**src/rtl/fifo_write_arbiter_pkg.sv**
```systemverilog
// Shared types, defaults and width helpers for the FIFO write-port arbiter.
package fifo_write_arbiter_pkg;

  typedef enum logic [0:0] {IDLE = 1'b0, BURST = 1'b1} state_e;

  function automatic int clog2(input int value);
    int r;
    r = 0;
    for (int i = 0; i < 31; i++) begin
      if ((1 << i) < value) r = i + 1;
    end
    return r;
  endfunction

  localparam int WIDTH_DEF     = 256;
  localparam int N_REQ_DEF     = 4;
  localparam int BURST_MAX_DEF = 4;
  localparam int GID_W_DEF     = clog2(N_REQ_DEF);
  localparam int BCNT_W_DEF    = clog2(BURST_MAX_DEF + 1);

endpackage

```
**src/rtl/fifo_write_arbiter_if.sv**
```systemverilog
// Requester-side handshakes and the simple_fifo write port, bundled for the arbiter.
interface fifo_write_arbiter_if
  import fifo_write_arbiter_pkg::*;
#(
  parameter int WIDTH = WIDTH_DEF,
  parameter int N_REQ = N_REQ_DEF
) ();

  localparam int GID_W = clog2(N_REQ);

  logic [N_REQ-1:0]       req_valid;
  logic [N_REQ*WIDTH-1:0] req_data;
  logic [N_REQ-1:0]       req_last;
  logic [N_REQ-1:0]       req_ready;
  logic                   fifo_we;
  logic [WIDTH-1:0]       fifo_din;
  logic                   fifo_full;
  logic                   grant_valid;
  logic [GID_W-1:0]       grant_id;

  modport master (
    input  req_valid, req_data, req_last, fifo_full,
    output req_ready, fifo_we, fifo_din, grant_valid, grant_id
  );

  modport slave (
    output req_valid, req_data, req_last, fifo_full,
    input  req_ready, fifo_we, fifo_din, grant_valid, grant_id
  );

endinterface

```
**src/rtl/fifo_write_arbiter_rr_pick.sv**
```systemverilog
// Round-robin picker: first asserted request searching upward from last_ptr+1, wrapping at N.
module fifo_write_arbiter_rr_pick #(
  parameter int N = 4,
  parameter int W = 2
) (
  input  logic [N-1:0] req,
  input  logic [W-1:0] last_ptr,
  output logic [W-1:0] winner,
  output logic         any
);

  logic [W-1:0] idx;

  // Walk from the farthest candidate back to the nearest so the nearest wins.
  always_comb begin
    winner = last_ptr;
    idx    = '0;
    for (int k = N; k >= 1; k--) begin
      idx = W'((int'(last_ptr) + k) % N);
      if (req[idx]) winner = idx;
    end
  end

  assign any = |req;

endmodule

```
**src/rtl/fifo_write_arbiter.sv**
```systemverilog
// Round-robin, burst-locked arbiter sharing one simple_fifo write port among N_REQ producers.
// Optional per-requester beat and stall counters: define FIFO_WRITE_ARBITER_STATS_EN.
module fifo_write_arbiter
  import fifo_write_arbiter_pkg::*;
#(
  parameter int WIDTH     = WIDTH_DEF,
  parameter int N_REQ     = N_REQ_DEF,
  parameter int BURST_MAX = BURST_MAX_DEF
) (
  input  logic                   clk,
  input  logic                   reset,
  fifo_write_arbiter_if.master   bus
`ifdef FIFO_WRITE_ARBITER_STATS_EN
  ,
  output logic [N_REQ*32-1:0]    beat_count,
  output logic [31:0]            stall_count
`endif
);

  // state | meaning
  // IDLE  | no owner; arbitrate among valid requesters, no data moves
  // BURST | grant_id owns the write port until last or BURST_MAX beats
  localparam logic [0:0] ST_IDLE  = IDLE;
  localparam logic [0:0] ST_BURST = BURST;

  localparam int GID_W  = clog2(N_REQ);
  localparam int BCNT_W = clog2(BURST_MAX + 1);

  localparam logic [GID_W-1:0]  PTR_INIT  = GID_W'(N_REQ - 1);
  localparam logic [BCNT_W-1:0] BEAT_LAST = BCNT_W'(BURST_MAX - 1);

  logic [0:0]        state;
  logic [GID_W-1:0]  grant_id_q;
  logic [GID_W-1:0]  rr_ptr;
  logic [BCNT_W-1:0] beat_cnt;

  logic [GID_W-1:0]  winner;
  logic              any_req;
  logic              in_burst;
  logic              owner_valid;
  logic              owner_last;
  logic              beat;
  logic              release_burst;

  fifo_write_arbiter_rr_pick #(
    .N (N_REQ),
    .W (GID_W)
  ) u_rr_pick (
    .req      (bus.req_valid),
    .last_ptr (rr_ptr),
    .winner   (winner),
    .any      (any_req)
  );

  assign in_burst      = (state == ST_BURST);
  assign owner_valid   = bus.req_valid[grant_id_q];
  assign owner_last    = bus.req_last[grant_id_q];
  assign beat          = in_burst && owner_valid && !bus.fifo_full;
  // A full FIFO blocks the beat, so last under full neither transfers nor releases.
  assign release_burst = beat && (owner_last || (beat_cnt == BEAT_LAST));

  always_comb begin
    bus.req_ready = '0;
    if (in_burst) bus.req_ready[grant_id_q] = !bus.fifo_full;
  end

  assign bus.fifo_we     = beat;
  assign bus.fifo_din    = bus.req_data[int'(grant_id_q)*WIDTH +: WIDTH];
  assign bus.grant_valid = in_burst;
  assign bus.grant_id    = grant_id_q;

  always_ff @(posedge clk) begin
    if (!reset) begin
      state      <= ST_IDLE;
      grant_id_q <= '0;
      rr_ptr     <= PTR_INIT;
      beat_cnt   <= '0;
    end else if (state == ST_IDLE) begin
      if (any_req) begin
        state      <= ST_BURST;
        grant_id_q <= winner;
        rr_ptr     <= winner;
        beat_cnt   <= '0;
      end
    end else if (beat) begin
      if (release_burst) begin
        state    <= ST_IDLE;
        beat_cnt <= '0;
      end else begin
        beat_cnt <= beat_cnt + 1'b1;
      end
    end
  end

`ifdef FIFO_WRITE_ARBITER_STATS_EN
  always_ff @(posedge clk) begin
    if (!reset) begin
      beat_count  <= '0;
      stall_count <= '0;
    end else begin
      if (beat)
        beat_count[int'(grant_id_q)*32 +: 32] <= beat_count[int'(grant_id_q)*32 +: 32] + 32'd1;
      if (in_burst && owner_valid && bus.fifo_full)
        stall_count <= stall_count + 32'd1;
    end
  end
`endif

endmodule

```
**src/flat_wrapper.sv**
```systemverilog
// flat-port wrapper written by rule: the top's interface ports become plain ports
module fifo_write_arbiter_flat import fifo_write_arbiter_pkg::*;
#(
  parameter int WIDTH     = WIDTH_DEF,
  parameter int N_REQ     = N_REQ_DEF,
  parameter int BURST_MAX = BURST_MAX_DEF
)
  (clk, reset, bus_req_valid, bus_req_data, bus_req_last, bus_fifo_full, bus_req_ready, bus_fifo_we, bus_fifo_din, bus_grant_valid, bus_grant_id);
  fifo_write_arbiter_if #(.WIDTH(WIDTH), .N_REQ(N_REQ)) bus_i ();
  input  logic clk;
  input  logic reset;
  input wire logic [$bits(bus_i.req_valid)-1:0] bus_req_valid;
  input wire logic [$bits(bus_i.req_data)-1:0] bus_req_data;
  input wire logic [$bits(bus_i.req_last)-1:0] bus_req_last;
  input wire logic [$bits(bus_i.fifo_full)-1:0] bus_fifo_full;
  output wire logic [$bits(bus_i.req_ready)-1:0] bus_req_ready;
  output wire logic [$bits(bus_i.fifo_we)-1:0] bus_fifo_we;
  output wire logic [$bits(bus_i.fifo_din)-1:0] bus_fifo_din;
  output wire logic [$bits(bus_i.grant_valid)-1:0] bus_grant_valid;
  output wire logic [$bits(bus_i.grant_id)-1:0] bus_grant_id;
  assign bus_i.req_valid = bus_req_valid;
  assign bus_i.req_data = bus_req_data;
  assign bus_i.req_last = bus_req_last;
  assign bus_i.fifo_full = bus_fifo_full;
  assign bus_req_ready = bus_i.req_ready;
  assign bus_fifo_we = bus_i.fifo_we;
  assign bus_fifo_din = bus_i.fifo_din;
  assign bus_grant_valid = bus_i.grant_valid;
  assign bus_grant_id = bus_i.grant_id;
  fifo_write_arbiter #(.WIDTH(WIDTH), .N_REQ(N_REQ), .BURST_MAX(BURST_MAX)) u_core (.clk(clk), .reset(reset), .bus(bus_i));
endmodule
```
**config.mk**
```make
export PLATFORM = sky130hd
export DESIGN_NAME = fifo_write_arbiter_flat
export DESIGN_NICKNAME = d
export VERILOG_FILES = /design/src/rtl/fifo_write_arbiter_pkg.sv /design/src/rtl/fifo_write_arbiter_if.sv /design/src/rtl/fifo_write_arbiter_rr_pick.sv /design/src/rtl/fifo_write_arbiter.sv /design/src/flat_wrapper.sv
export SDC_FILE = /design/constraint.sdc
export NUM_CORES = 1
export LEC_CHECK = 0
export BUFFER_PORTS_ARGS = -buffer_cell sky130_fd_sc_hd__buf_2
export CAP_MARGIN = 20
export CELL_PAD_IN_SITES_DETAIL_PLACEMENT = 1
export CELL_PAD_IN_SITES_GLOBAL_PLACEMENT = 1
export CORE_AREA = 2 2 511 513
export DETAILED_ROUTE_END_ITERATION = 12
export DIE_AREA = 0 0 513 515
export GPL_TIMING_DRIVEN = 0
export PLACE_DENSITY = 0.3
export SKIP_LAST_GASP = 1
export SLEW_MARGIN = 5
export SYNTH_ARGS = -nofsm -noshare
export SYNTH_HDL_FRONTEND = slang
export SYNTH_HIERARCHICAL = 1
export SYNTH_SLANG_ARGS = --single-unit
```
**constraint.sdc**
```tcl
create_clock -name clk -period 2.4 [get_ports clk]
set_input_delay 0.12 -clock clk [delete_from_list [all_inputs] [get_ports clk]]
set_output_delay 0.12 -clock clk [all_outputs]
set_load 0.01 [all_outputs]
```
==> run summary <==
share of cells above drive strength 1 -> 96.50%
multi-input logic area -> 6077 um2
Post-route DRC -> 0
CTS clock-pin slew for the worst setup and hold paths -> 0.04 ns
CTS Buf Count -> 3
syn nets -> 1412
Slew Limit Headroom -> 43.88%
VDD IR max -> 0.2020 mV
cell family with most CP delay -> buffers and inverters
design area -> 18050 um2
Max Fclk -> 423.5 MHz
aggregate global-route resource usage -> 13.75%
minimum clock period -> 2.361 ns
Synth Register Bits -> 8
most frequent cell after synthesis -> mux4_2
Crit path depth -> 6
CP bufs+invs -> 5
outcome -> finished clean
Final WS setup -> 0.03887 ns
via count -> 13.19k
PD cells -> 290.8 nW/um2
met1 usage -> 13.96%
Cell Area, Placed -> 17400 um2
Storage cell area -> 162.7 um2
worst slew pin tran -> 0.8418 ns
critical path arrival -> 2.24 ns
R2R depth -> 5
Distinct cells, synth -> 28
die height -> 515 um
vias in the first global route -> 12.83k
Yosys top cell by area -> mux4_2
Die Area -> 264200 um2
DR vias/cell -> 2.543
max cap viols -> 0
initial antenna violation count -> 408
first-pass GRT wire length -> 217.7 mm
Synth Flop Type -> dfxtp_1
GR peak layer -> met2
final slew viol count -> 0
Core Region -> 258500 um2
Worst-Skew Late Latency -> 0.23 ns
critical path class -> flop to primary output
CTS Buffer Depth -> 2
dpl hpwl -> 183.9 mm
number of fill cells -> 30.96k
gp weighted congestion -> 0.9510
GRT overflow -> 0
Worst EP required -> 2.28 ns
CP dominant cell by count -> buf_16
clk root buf -> clkbuf_16
row count -> 187
LEAKAGE -> 7.143 nW
Max FO, Critical Path -> 10
port bufs -> 1298
RSZ-0062 raised after global routing -> yes
H-tree depth -> 1
WL/cell -> 36.76 um
Die X -> 513 um
synth top area cells -> mux4_2 (88%), dfxtp_1 (2.4%), buf_2 (2.1%)
pre-CTS WS -> -0.8649 ns
DR pass1 iterations -> 5
CTS tree -> yes
GR Util met3 -> 8.861%
Synth Instances -> 375
Crit-path slowest cell -> mux4_2
final wirelength -> 190.7 mm
# IOs -> 1299
pin count of the biggest net entering global routing -> 11
Clock Skew -> 0.001597 ns
critical path startpoint category -> flop
antenna viol nets, final -> 0
Yosys warning count -> 6
initial core utilization -> 2.551%
Layout area overhead -> 173.6%
top cells by count, synth -> mux4_2 (258), buf_2 (28), buf_4 (18)
CP Cell Sequence -> buf_12 > buf_16 > buf_16 > buf_4 > mux4_2 > buf_2
cell area after synthesis -> 6595 um2
Final Hold Fails -> 0
final period utilization -> 98.38%
Synth top area share -> 88.10%
global routing usage on met2 -> 23.40%
WHS Path Cells -> 2
Initial DRC Count -> 905
Async SR Flop Fraction -> 0%
sequential area share after synthesis -> 2.428%
# setup viols final -> 0
Hold WC Path Type -> input pin to flop
fin nets -> 2723
# clock sinks -> 8
number of synthesized flops with an enable pin -> 0
Worst Setup End Kind -> primary output
Mean Syn Cell Area -> 17.59 um2
crit-path max cell delay -> 0.40 ns
-- report_power, final --
part | internal, mW | switching, mW | total, mW
registers | 0.144 | 0.0168 | 0.160
clock network | 0.214 | 0.0618 | 0.276
logic | 2.20 | 2.61 | 4.81
total | 2.56 | 2.69 | 5.25
-- flip-flops by register name, summed over array words and instances (netlist names) --
register	flops
u_core/bus.grant_valid	1
u_core/beat_cnt	3
u_core/bus.grant_id	2
u_core/rr_ptr	2
-- through the flow --
step / total power, mW / TNS (ns) / instances / util (%) / hold WS [ns]
3_3_place_gp: 4.926 / -306.97 / 5075 / 6.710 / 0.3544
6_report: 5.248 / 0 / 5188 / 6.980 / 0.1175
3_5_place_dp: 4.937 / -124.69 / 5077 / 6.729 / 0.3465
4_1_cts: 5.356 / -0.06302 / 5086 / 6.877 / 0.1178
5_1_grt: 5.475 / -0.005205 / 5134 / 6.928 / 0.1298
2_1_floorplan: 2.063 / 0 / 375 / - / 0.1918
-- cells by family after synthesis --
| family | after synthesis | synth area share (%) |
|---|---|---|
| AOI/OAI and AO/OA | 14 | 1.461 |
| adders and majority gates | 2 | 0.3794 |
| buffers and inverters | 64 | 5.426 |
| DFF | 8 | 2.428 |
| muxes | 259 | 88.26 |
| and+or+nand+nor | 28 | 2.049 |
-- worst reg2reg max path: stages, from the launching register on --
cell and delay, ns:
dfxtp_2 0.41, buf_12 0.21, buf_4 0.16, mux4_2 0.52, nor3_2 0.27, a32o_1 0.20
-- cell usage in the layout (no fill, tap or decap), types with 4 or more instances in the layout --
master | synthesis | layout
buf_2 | 28 | 1307
mux4_2 | 258 | 258
diode_2 | 0 | 102
buf_4 | 18 | 21
buf_6 | 2 | 13
nand2_1 | 13 | 13
buf_12 | 0 | 7
a21oi_1 | 6 | 6
dfxtp_1 | 8 | 6
inv_1 | 5 | 5
clkbuf_16 | 0 | 4
buf_16 | 0 | 4
clkbuf_1 | 11 | 4
nor2_1 | 4 | 4
-- path summary, 6_finish.rpt --
| check | endpoint | slack, ns | from |
|---|---|---|---|
| max reg2reg | u_core/beat_cnt[2] | 0.58 | u_core/bus.grant_id[0] |
| min reg2reg | u_core/beat_cnt[2] | 0.47 | u_core/beat_cnt[2] |
| min | u_core/rr_ptr[1] | 0.12 | reset |
| max | bus_fifo_din[95] | 0.04 | u_core/bus.grant_id[1] |
-- timing repair --
| item | 4_1_cts | 5_1_grt |
|---|---|---|
| pin swaps | 0 | 0 |
| cloned | 0 | 0 |
| setup buffers | 7 | 0 |
| hold buffers | 0 | 0 |
| setup endpoints to repair | 261 | 8 |
| gates resized for setup | 60 | 5 |
-- routing by layer --
| layer | part of all wire, % | wire length [um] |
|---|---|---|
| met5 | 0.75 | 1425 |
| met4 | 4.1 | 7748 |
| met3 | 16 | 31160 |
| met2 | 46 | 88270 |
| met1 | 33 | 62080 |
-- final cells by class --
| type | count | area share, % |
|---|---|---|
| tap | 3402 | 23.59 |
| sequential | 8 | 0.9013 |
| multi-input combinational | 303 | 33.67 |
| timing repair buffer | 1307 | 36.87 |
| buffer | 58 | 3.037 |
| inverter | 5 | 0.1040 |
| antenna | 102 | 1.414 |
| clock buffer | 3 | 0.4160 |
(Power assumes the default switching activity.)
